## src/rtl/snake_pkg.sv

```systemverilog
// Shared snake-game types: coordinate widths, playfield limits and the target placer state encoding.
package snake_pkg;
    localparam int X_W       = 8;
    localparam int Y_W       = 7;
    localparam int MAX_X_DEF = 159;
    localparam int MAX_Y_DEF = 119;

    typedef enum logic [2:0] {
        ST_IDLE,
        ST_REQ,
        ST_SETTLE,
        ST_BOUNDS,
        ST_SCAN,
        ST_ARMED
    } placer_state_t;
endpackage

```

## src/rtl/target_placer_if.sv

```systemverilog
// Target placer bus: generator request/candidate, head stream, body memory port and published target.
interface target_placer_if #(
    parameter int ADDR_W  = 5,
    parameter int SCORE_W = 8
) ();
    import snake_pkg::*;

    logic               START;
    logic [X_W-1:0]     HEAD_X;
    logic [Y_W-1:0]     HEAD_Y;
    logic               HEAD_VALID;
    logic [X_W-1:0]     RAND_X;
    logic [Y_W-1:0]     RAND_Y;
    logic               REACHED_TARGET;
    logic [ADDR_W:0]    SNAKE_LEN;
    logic [ADDR_W-1:0]  BODY_RD_ADDR;
    logic [X_W-1:0]     BODY_X;
    logic [Y_W-1:0]     BODY_Y;
    logic [X_W-1:0]     TARGET_X;
    logic [Y_W-1:0]     TARGET_Y;
    logic               TARGET_VALID;
    logic               EAT;
    logic [SCORE_W-1:0] SCORE;
    logic               PLACE_FAIL;

    modport master (
        input  START, HEAD_X, HEAD_Y, HEAD_VALID, RAND_X, RAND_Y,
               SNAKE_LEN, BODY_X, BODY_Y,
        output REACHED_TARGET, BODY_RD_ADDR, TARGET_X, TARGET_Y,
               TARGET_VALID, EAT, SCORE, PLACE_FAIL
    );

    modport slave (
        output START, HEAD_X, HEAD_Y, HEAD_VALID, RAND_X, RAND_Y,
               SNAKE_LEN, BODY_X, BODY_Y,
        input  REACHED_TARGET, BODY_RD_ADDR, TARGET_X, TARGET_Y,
               TARGET_VALID, EAT, SCORE, PLACE_FAIL
    );
endinterface

```

## src/rtl/target_placer_body_scan.sv

```systemverilog
// Walks body memory 0..len-1 and compares each returned segment with the candidate.
// Address is registered; data for index i is compared one cycle after i is presented.
module body_scan
    import snake_pkg::*;
#(
    parameter int ADDR_W = 5
) (
    input  logic              CLK,
    input  logic              RESET,
    input  logic              start,
    input  logic              en,
    input  logic [ADDR_W:0]   snake_len,
    input  logic [X_W-1:0]    body_x,
    input  logic [Y_W-1:0]    body_y,
    input  logic [X_W-1:0]    cand_x,
    input  logic [Y_W-1:0]    cand_y,
    output logic [ADDR_W-1:0] rd_addr,
    output logic              match,
    output logic              done
);
    logic            pres;
    logic            cmp_vld;
    logic            last_d;
    logic [ADDR_W:0] last_idx;
    logic            at_last;

    assign last_idx = snake_len - 1'b1;
    assign at_last  = ({1'b0, rd_addr} == last_idx);

    always_ff @(posedge CLK) begin
        if (RESET || start) begin
            rd_addr <= '0;
            pres    <= start && !RESET;
            cmp_vld <= 1'b0;
            last_d  <= 1'b0;
        end else if (en) begin
            cmp_vld <= pres;
            last_d  <= pres && at_last;
            if (pres) begin
                if (at_last) pres    <= 1'b0;
                else         rd_addr <= rd_addr + 1'b1;
            end
        end else begin
            pres    <= 1'b0;
            cmp_vld <= 1'b0;
            last_d  <= 1'b0;
        end
    end

    assign match = cmp_vld && (body_x == cand_x) && (body_y == cand_y);
    assign done  = cmp_vld && last_d && !match;
endmodule

```

## src/rtl/target_placer.sv

```systemverilog
// Requests, settles, validates and publishes snake targets; counts eats. START->TARGET_VALID 6 cycles best case.
// Body-overlap rejection (SCAN state) is compiled in only with TARGET_BODY_CHECK_EN.
module target_placer
    import snake_pkg::*;
#(
    parameter int MAX_X     = MAX_X_DEF,
    parameter int MAX_Y     = MAX_Y_DEF,
    parameter int ADDR_W    = 5,
    parameter int SCORE_W   = 8,
    parameter int MAX_RETRY = 15,
    parameter int SETTLE    = 3
) (
    input  logic            CLK,
    input  logic            RESET,
    target_placer_if.master bus
);
    localparam int RW = (MAX_RETRY > 1) ? $clog2(MAX_RETRY + 1) : 1;
    localparam int CW = (SETTLE > 1) ? $clog2(SETTLE) : 1;
    localparam logic [X_W-1:0]     LIM_X     = X_W'(MAX_X);
    localparam logic [Y_W-1:0]     LIM_Y     = Y_W'(MAX_Y);
    localparam logic [X_W-1:0]     FB_X      = X_W'(MAX_X / 2);
    localparam logic [Y_W-1:0]     FB_Y      = Y_W'(MAX_Y / 2);
    localparam logic [SCORE_W-1:0] SCORE_MAX = '1;

    placer_state_t  state, state_nxt;
    logic [CW-1:0]  settle_cnt;
    logic [RW-1:0]  retry;
    logic [X_W-1:0] cand_x;
    logic [Y_W-1:0] cand_y;
    logic           settle_last, cand_bad, scan_need, scan_match, scan_done;
    logic           reject, exhaust, arm, eat_hit;

    assign settle_last = (state == ST_SETTLE) && (settle_cnt == CW'(SETTLE - 1));
    assign cand_bad = (cand_x == '0) || (cand_x > LIM_X) ||
                      (cand_y == '0) || (cand_y > LIM_Y) ||
                      ((cand_x == bus.HEAD_X) && (cand_y == bus.HEAD_Y));
    assign eat_hit  = (state == ST_ARMED) && bus.HEAD_VALID &&
                      (bus.HEAD_X == bus.TARGET_X) && (bus.HEAD_Y == bus.TARGET_Y);

`ifdef TARGET_BODY_CHECK_EN
    logic scan_start;
    assign scan_need  = (bus.SNAKE_LEN != '0);
    assign scan_start = (state == ST_BOUNDS) && !cand_bad && scan_need;

    body_scan #(.ADDR_W(ADDR_W)) u_body_scan (
        .CLK       (CLK),
        .RESET     (RESET),
        .start     (scan_start),
        .en        (state == ST_SCAN),
        .snake_len (bus.SNAKE_LEN),
        .body_x    (bus.BODY_X),
        .body_y    (bus.BODY_Y),
        .cand_x    (cand_x),
        .cand_y    (cand_y),
        .rd_addr   (bus.BODY_RD_ADDR),
        .match     (scan_match),
        .done      (scan_done)
    );
`else
    logic unused_body;
    assign unused_body      = ^{bus.BODY_X, bus.BODY_Y, bus.SNAKE_LEN};
    assign scan_need        = 1'b0;
    assign scan_match       = 1'b0;
    assign scan_done        = 1'b0;
    assign bus.BODY_RD_ADDR = {ADDR_W{1'b0}};
`endif

    always_comb begin
        state_nxt = state;
        reject    = 1'b0;
        arm       = 1'b0;
        exhaust   = 1'b0;
        case (state)
            ST_IDLE:   if (bus.START) state_nxt = ST_REQ;
            ST_REQ:    state_nxt = ST_SETTLE;
            ST_SETTLE: if (settle_last) state_nxt = ST_BOUNDS;
            ST_BOUNDS: begin
                if (cand_bad)       reject    = 1'b1;
                else if (scan_need) state_nxt = ST_SCAN;
                else                arm       = 1'b1;
            end
            ST_SCAN: begin
                if (scan_match)     reject = 1'b1;
                else if (scan_done) arm    = 1'b1;
            end
            ST_ARMED:  if (eat_hit) state_nxt = ST_REQ;
            default:   state_nxt = ST_IDLE;
        endcase
        // The reject that would reach MAX_RETRY publishes the fallback instead of retrying.
        exhaust = reject && (retry == RW'(MAX_RETRY - 1));
        if (reject)   state_nxt = exhaust ? ST_ARMED : ST_REQ;
        if (arm)      state_nxt = ST_ARMED;
    end

    always_ff @(posedge CLK) begin
        if (RESET) state <= ST_IDLE;
        else       state <= state_nxt;
    end

    always_ff @(posedge CLK) begin
        if (RESET) begin
            settle_cnt       <= '0;
            retry            <= '0;
            cand_x           <= '0;
            cand_y           <= '0;
            bus.TARGET_X     <= '0;
            bus.TARGET_Y     <= '0;
            bus.TARGET_VALID <= 1'b0;
            bus.SCORE        <= '0;
            bus.PLACE_FAIL   <= 1'b0;
        end else begin
            bus.PLACE_FAIL <= 1'b0;
            if (state == ST_REQ)         settle_cnt <= '0;
            else if (state == ST_SETTLE) settle_cnt <= settle_cnt + 1'b1;
            if (settle_last) begin
                cand_x <= bus.RAND_X;
                cand_y <= bus.RAND_Y;
            end
            if (exhaust) begin
                bus.TARGET_X     <= FB_X;
                bus.TARGET_Y     <= FB_Y;
                bus.TARGET_VALID <= 1'b1;
                bus.PLACE_FAIL   <= 1'b1;
                retry            <= '0;
            end else if (arm) begin
                bus.TARGET_X     <= cand_x;
                bus.TARGET_Y     <= cand_y;
                bus.TARGET_VALID <= 1'b1;
                retry            <= '0;
            end else if (reject) begin
                retry <= retry + 1'b1;
            end
            if (eat_hit) begin
                bus.TARGET_VALID <= 1'b0;
                if (bus.SCORE != SCORE_MAX) bus.SCORE <= bus.SCORE + 1'b1;
            end
        end
    end

    // Gated with RESET so a request never leaks out during the reset cycle.
    assign bus.REACHED_TARGET = (state == ST_REQ) && !RESET;
    assign bus.EAT            = eat_hit && !RESET;
endmodule

```

## src/flat_wrapper.sv

```systemverilog
// flat-port wrapper written by rule: the top's interface ports become plain ports
module target_placer_flat import snake_pkg::*;
#(
    parameter int MAX_X     = MAX_X_DEF,
    parameter int MAX_Y     = MAX_Y_DEF,
    parameter int ADDR_W    = 5,
    parameter int SCORE_W   = 8,
    parameter int MAX_RETRY = 15,
    parameter int SETTLE    = 3
)
  (CLK, RESET, bus_START, bus_HEAD_X, bus_HEAD_Y, bus_HEAD_VALID, bus_RAND_X, bus_RAND_Y, bus_SNAKE_LEN, bus_BODY_X, bus_BODY_Y, bus_REACHED_TARGET, bus_BODY_RD_ADDR, bus_TARGET_X, bus_TARGET_Y, bus_TARGET_VALID, bus_EAT, bus_SCORE, bus_PLACE_FAIL);
  target_placer_if #(.ADDR_W(ADDR_W), .SCORE_W(SCORE_W)) bus_i ();
  input  logic CLK;
  input  logic RESET;
  input wire logic [$bits(bus_i.START)-1:0] bus_START;
  input wire logic [$bits(bus_i.HEAD_X)-1:0] bus_HEAD_X;
  input wire logic [$bits(bus_i.HEAD_Y)-1:0] bus_HEAD_Y;
  input wire logic [$bits(bus_i.HEAD_VALID)-1:0] bus_HEAD_VALID;
  input wire logic [$bits(bus_i.RAND_X)-1:0] bus_RAND_X;
  input wire logic [$bits(bus_i.RAND_Y)-1:0] bus_RAND_Y;
  input wire logic [$bits(bus_i.SNAKE_LEN)-1:0] bus_SNAKE_LEN;
  input wire logic [$bits(bus_i.BODY_X)-1:0] bus_BODY_X;
  input wire logic [$bits(bus_i.BODY_Y)-1:0] bus_BODY_Y;
  output wire logic [$bits(bus_i.REACHED_TARGET)-1:0] bus_REACHED_TARGET;
  output wire logic [$bits(bus_i.BODY_RD_ADDR)-1:0] bus_BODY_RD_ADDR;
  output wire logic [$bits(bus_i.TARGET_X)-1:0] bus_TARGET_X;
  output wire logic [$bits(bus_i.TARGET_Y)-1:0] bus_TARGET_Y;
  output wire logic [$bits(bus_i.TARGET_VALID)-1:0] bus_TARGET_VALID;
  output wire logic [$bits(bus_i.EAT)-1:0] bus_EAT;
  output wire logic [$bits(bus_i.SCORE)-1:0] bus_SCORE;
  output wire logic [$bits(bus_i.PLACE_FAIL)-1:0] bus_PLACE_FAIL;
  assign bus_i.START = bus_START;
  assign bus_i.HEAD_X = bus_HEAD_X;
  assign bus_i.HEAD_Y = bus_HEAD_Y;
  assign bus_i.HEAD_VALID = bus_HEAD_VALID;
  assign bus_i.RAND_X = bus_RAND_X;
  assign bus_i.RAND_Y = bus_RAND_Y;
  assign bus_i.SNAKE_LEN = bus_SNAKE_LEN;
  assign bus_i.BODY_X = bus_BODY_X;
  assign bus_i.BODY_Y = bus_BODY_Y;
  assign bus_REACHED_TARGET = bus_i.REACHED_TARGET;
  assign bus_BODY_RD_ADDR = bus_i.BODY_RD_ADDR;
  assign bus_TARGET_X = bus_i.TARGET_X;
  assign bus_TARGET_Y = bus_i.TARGET_Y;
  assign bus_TARGET_VALID = bus_i.TARGET_VALID;
  assign bus_EAT = bus_i.EAT;
  assign bus_SCORE = bus_i.SCORE;
  assign bus_PLACE_FAIL = bus_i.PLACE_FAIL;
  target_placer #(.MAX_X(MAX_X), .MAX_Y(MAX_Y), .ADDR_W(ADDR_W), .SCORE_W(SCORE_W), .MAX_RETRY(MAX_RETRY), .SETTLE(SETTLE)) u_core (.CLK(CLK), .RESET(RESET), .bus(bus_i));
endmodule
```

## config.mk

```make
export PLATFORM = sky130hd
export DESIGN_NAME = target_placer_flat
export DESIGN_NICKNAME = d
export VERILOG_FILES = /design/src/rtl/snake_pkg.sv /design/src/rtl/target_placer_if.sv /design/src/rtl/target_placer_body_scan.sv /design/src/rtl/target_placer.sv /design/src/flat_wrapper.sv
export SDC_FILE = /design/constraint.sdc
export NUM_CORES = 1
export LEC_CHECK = 0
export CAP_MARGIN = 20
export CELL_PAD_IN_SITES_DETAIL_PLACEMENT = 1
export CELL_PAD_IN_SITES_GLOBAL_PLACEMENT = 2
export CORE_UTILIZATION = 28
export CTS_CLUSTER_SIZE = 20
export DETAILED_ROUTE_END_ITERATION = 10
export GPL_TIMING_DRIVEN = 0
export HOLD_SLACK_MARGIN = 0.06
export PLACE_DENSITY = 0.84
export RECOVER_POWER = 25
export SETUP_SLACK_MARGIN = 0.5
export SKIP_CTS_REPAIR_TIMING = 1
export SYNTH_ARGS = -nofsm -noshare
export SYNTH_HDL_FRONTEND = slang
export SYNTH_SLANG_ARGS = --single-unit
export TNS_END_PERCENT = 30
```

## constraint.sdc

```tcl
create_clock -name CLK -period 3.8 [get_ports CLK]
set_input_delay 0.76 -clock CLK [delete_from_list [all_inputs] [get_ports CLK]]
set_output_delay 0.76 -clock CLK [all_outputs]
set_load 0.01 [all_outputs]
```

==> impl_metrics.prom <==
# TYPE chip_impl_metric gauge
chip_impl_metric{name="tritoncts.num_buffers",unit=""} 5
chip_impl_metric{name="route.vias.total",unit=""} 2244
chip_impl_metric{name="chipWidth",unit="µm"} 96.4
chip_impl_metric{name="crit_path_max_fanout",unit=""} 4
chip_impl_metric{name="placement.io_buffers",unit=""} 59
chip_impl_metric{name="finalMaxSlewViolations",unit=""} 0
chip_impl_metric{name="antenna-diode-count",unit=""} 0
chip_impl_metric{name="worst_vdd_ir",unit="mV"} 0.141
chip_impl_metric{name="setup_tns",unit="ns"} 0
chip_impl_metric{name="clock_skew",unit="ns"} 0.00918
chip_impl_metric{name="drt.antenna.violating_nets",unit=""} 0
chip_impl_metric{name="path_clk_slew",unit="ns"} 0.09
chip_impl_metric{name="drv_cap",unit=""} 0
chip_impl_metric{name="ys_async_sr_fraction",unit="%"} 0
chip_impl_metric{name="clock_latency",unit="ns"} 0.31
chip_impl_metric{name="post-dp-hpwl",unit="µm"} 5570
chip_impl_metric{name="chipHeight",unit="µm"} 96.4
chip_impl_metric{name="post_synth_inst_count",unit=""} 290
chip_impl_info{name="crit_path_cell_trace",value="clkdlybuf4s50_1, xor2_1, nor4_2, and3_4, nand2_1, nor2_1, dlymetal6s2s_1"} 1
chip_impl_info{name="worst_setup_path_end_kind",value="output port"} 1
chip_impl_metric{name="ys_warn_count",unit=""} 0
chip_impl_info{name="type_of_the_worst_setup_path",value="primary input to output port"} 1
chip_impl_metric{name="drive_gt1_share",unit="%"} 6.89
chip_impl_info{name="most-common-layout-cells",value="clkdlybuf4s50_1 (51), dfxtp_1 (49), nand2_1 (43)"} 1
chip_impl_metric{name="place_ws",unit="ns"} 0.138
chip_impl_info{name="endpoint",value="bus_EAT"} 1
chip_impl_info{name="r2r-end",value="u_core.bus.TARGET_Y[1]"} 1
chip_impl_metric{name="fin_ws",unit="ns"} 0.647
chip_impl_metric{name="stdcell_count",unit=""} 471
chip_impl_metric{name="layout-area-overhead-vs-synth",unit="%"} 35.5
chip_impl_metric{name="num_ports",unit=""} 87
chip_impl_metric{name="slew_headroom",unit="%"} 58.6
chip_impl_metric{name="floorplan.die_area",unit="µm²"} 9290
chip_impl_metric{name="cts_htree_levels",unit=""} 2
chip_impl_metric{name="grt-ovfl-total",unit=""} 0
chip_impl_metric{name="floorplan.initialDensity",unit="%"} 28.7
chip_impl_metric{name="syn-mean-instance-area",unit="µm²"} 8.60
chip_impl_metric{name="number_of_drc_markers_in_iteration_0",unit=""} 31
chip_impl_metric{name="grt_pass1_wl",unit="µm"} 11500
chip_impl_info{name="min-delay-path-class",value="flip-flop to flip-flop"} 1
chip_impl_metric{name="place.detailed.instances",unit=""} 461
chip_impl_metric{name="synth_seq_area_share",unit="%"} 39.3
chip_impl_metric{name="synth_cell_types",unit=""} 37
chip_impl_info{name="rsz0062_at_grt",value="no"} 1
chip_impl_metric{name="design_power_total",unit="mW"} 1.18
chip_impl_info{name="reg2reg_from",value="u_core.cand_y[6]"} 1
chip_impl_metric{name="cts.sinks",unit=""} 49
chip_impl_metric{name="num-fill-cells",unit=""} 1045
chip_impl_metric{name="synth_enable_flop_cells",unit=""} 0
chip_impl_metric{name="final.period_utilization",unit="%"} 83.0
chip_impl_info{name="crit_path_start_kind",value="primary input"} 1
chip_impl_metric{name="drcViolationCount",unit=""} 0
chip_impl_metric{name="max_clock_freq",unit="GHz"} 0.317
chip_impl_info{name="outcome",value="finished, final reports clean"} 1
chip_impl_metric{name="actual_transition_at_the_worst_max_transition_pin",unit="ns"} 0.621
chip_impl_metric{name="first_global_vias",unit=""} 2272
chip_impl_info{name="yosys_most_used_dff",value="dfxtp_1"} 1
chip_impl_metric{name="finalHoldViolations",unit=""} 0
chip_impl_metric{name="total_leakage_power",unit="nW"} 1.20
chip_impl_metric{name="worst-r2r-setup-slack",unit="ns"} 1.66
chip_impl_info{name="final_common_cell",value="clkdlybuf4s50_1"} 1
chip_impl_metric{name="wire_per_inst",unit="µm"} 15.2
chip_impl_metric{name="fin_crit",unit="ns"} 3.15
chip_impl_metric{name="reg2regPathDepth",unit=""} 6
chip_impl_metric{name="ctsLongestPathBuffers",unit=""} 2
chip_impl_info{name="clock_root_buffer",value="clkbuf_8"} 1
chip_impl_metric{name="synth_area",unit="µm²"} 2490
chip_impl_metric{name="drt_wl_total",unit="µm"} 7150
chip_impl_info{name="tritoncts",value="built"} 1
chip_impl_metric{name="routabilityCongestion",unit=""} 0.787
chip_impl_metric{name="timing.critical_path.slowest_cell_delay",unit="ns"} 0.48
chip_impl_metric{name="std_cell_rows",unit=""} 34
chip_impl_metric{name="drt-vias-per-instance",unit=""} 4.76
chip_impl_metric{name="power_per_cell_area",unit="nW/µm²"} 350
chip_impl_metric{name="number_of_setup_violations_in_the_final_report",unit=""} 0
chip_impl_info{name="synth_top_cells_by_area",value="dfxtp_1 (39%), xnor2_1 (11%), mux2i_1 (7.2%)"} 1
chip_impl_metric{name="grtUsageTotal",unit="%"} 16.7
chip_impl_metric{name="grt_antenna_before_repair",unit=""} 0
chip_impl_info{name="worst_path_max_delay_cell",value="clkdlybuf4s50_1"} 1
chip_impl_metric{name="fin_hold_ws",unit="ns"} 0.461
chip_impl_metric{name="firstDrtPassIters",unit=""} 4
chip_impl_metric{name="grt_max_degree",unit=""} 15
chip_impl_metric{name="arrival",unit="ns"} 2.39
chip_impl_info{name="critPathLaunch",value="bus_HEAD_X[1]"} 1
chip_impl_metric{name="fin_nets",unit=""} 421
chip_impl_metric{name="core_region_area",unit="µm²"} 8680
chip_impl_info{name="library_cell_with_the_largest_summed_area_after_synthesis",value="dfxtp_1"} 1
chip_impl_metric{name="synth_top_area_share",unit="%"} 39.3
chip_impl_metric{name="crit_required",unit="ns"} 3.04
chip_impl_metric{name="flops_latches_synth",unit=""} 49
-- power by group --
part / internal, mW / switching (mW)
sequential: 0.534 / 0.0238
combinational: 0.117 / 0.112
clock: 0.215 / 0.180
total: 0.866 / 0.316
-- synthesized netlist by cell type, drive strengths merged, types with 7 or more instances --
master / instances
dfxtp: 49
nand2: 43
a21oi: 35
xnor2: 30
mux2i: 18
nor2: 14
nand4: 12
clkbuf: 9
inv: 9
buf: 8
nand3: 7
nor4: 7
-- cells by family (layout without fill, tap and decap cells) --
| kind of cell | Yosys count | count (layout) | synth area share (%) |
|---|---|---|---|
| AO/OA/AOI/OAI | 51 | 51 | 11.8 |
| XOR/XNOR | 36 | 36 | 12.6 |
| adder cells (fa/ha/maj) | 4 | 4 | 2.01 |
| buffers and inverters | 26 | 95 | 5.27 |
| flip-flops | 49 | 49 | 39.3 |
| multiplexers | 18 | 18 | 7.22 |
| other | 1 | 5 | 0.150 |
| AND/OR/NAND/NOR | 105 | 105 | 21.6 |
-- how the worst min path moves through the flow --
| stage | startpoint | to | slack [ns] | cells after the start |
|---|---|---|---|---|
| finish | u_core.settle_cnt[0] | u_core.settle_cnt[0] | 0.46 | 2 |
| global route | u_core.settle_cnt[0] | u_core.settle_cnt[0] | 0.49 | 2 |
| CTS | u_core.settle_cnt[0] | u_core.settle_cnt[0] | 0.47 | 2 |
| detailed placement | u_core.settle_cnt[0] | u_core.settle_cnt[0] | 0.45 | 2 |
| global placement | u_core.settle_cnt[0] | u_core.settle_cnt[0] | 0.44 | 2 |
| floorplan | u_core.settle_cnt[0] | u_core.settle_cnt[0] | 0.44 | 2 |
-- flip-flops by register name, indices dropped and copies added (netlist names), 2 cells and up --
register,flops
u_core.bus.TARGET_Y,7
u_core.bus.TARGET_X,8
u_core.state,3
u_core.bus.SCORE,8
u_core.settle_cnt,2
u_core.cand_x,8
u_core.cand_y,7
u_core.retry,4
-- layer usage --
metal  part of all wire (%)  up-vias  GRT usage [%]
met2                     49       47           28.9
met4                    1.0        0           4.41
li1                       -     1146              -
met1                     47     1046           21.3
met3                    3.7        5           2.97
met5                      0        -              0
-- metrics by stage --
stage               utilization, %  instance area [µm²]
floorplan                        -                 2510
global placement              37.3                 3240
detailed placement            37.3                 3240
CTS                           38.6                 3350
global route                  39.0                 3380
finish                        39.0                 3380
-- worst max-delay path: cells and delay by family --
kind | cells | cell delay [ns]
xor gates and xnor gates | 1 | 0.19
and+or+nand+nor | 4 | 0.78
buffers and inverters | 2 | 0.66
-- cell type report --
type | instances | area (µm²) | share of cell area [%]
Inverter | 9 | 33.8 | 0.999
Multi-Input combinational cell | 219 | 1410 | 41.7
Tap cell | 108 | 135 | 4.00
Buffer | 17 | 97.6 | 2.89
Clock buffer | 7 | 86.3 | 2.55
Sequential cell | 49 | 981 | 29.0
Clock inverter | 1 | 30.0 | 0.888
Timing Repair Buffer | 61 | 608 | 18.0
No activity file was read; power rests on OpenSTA's default activity.
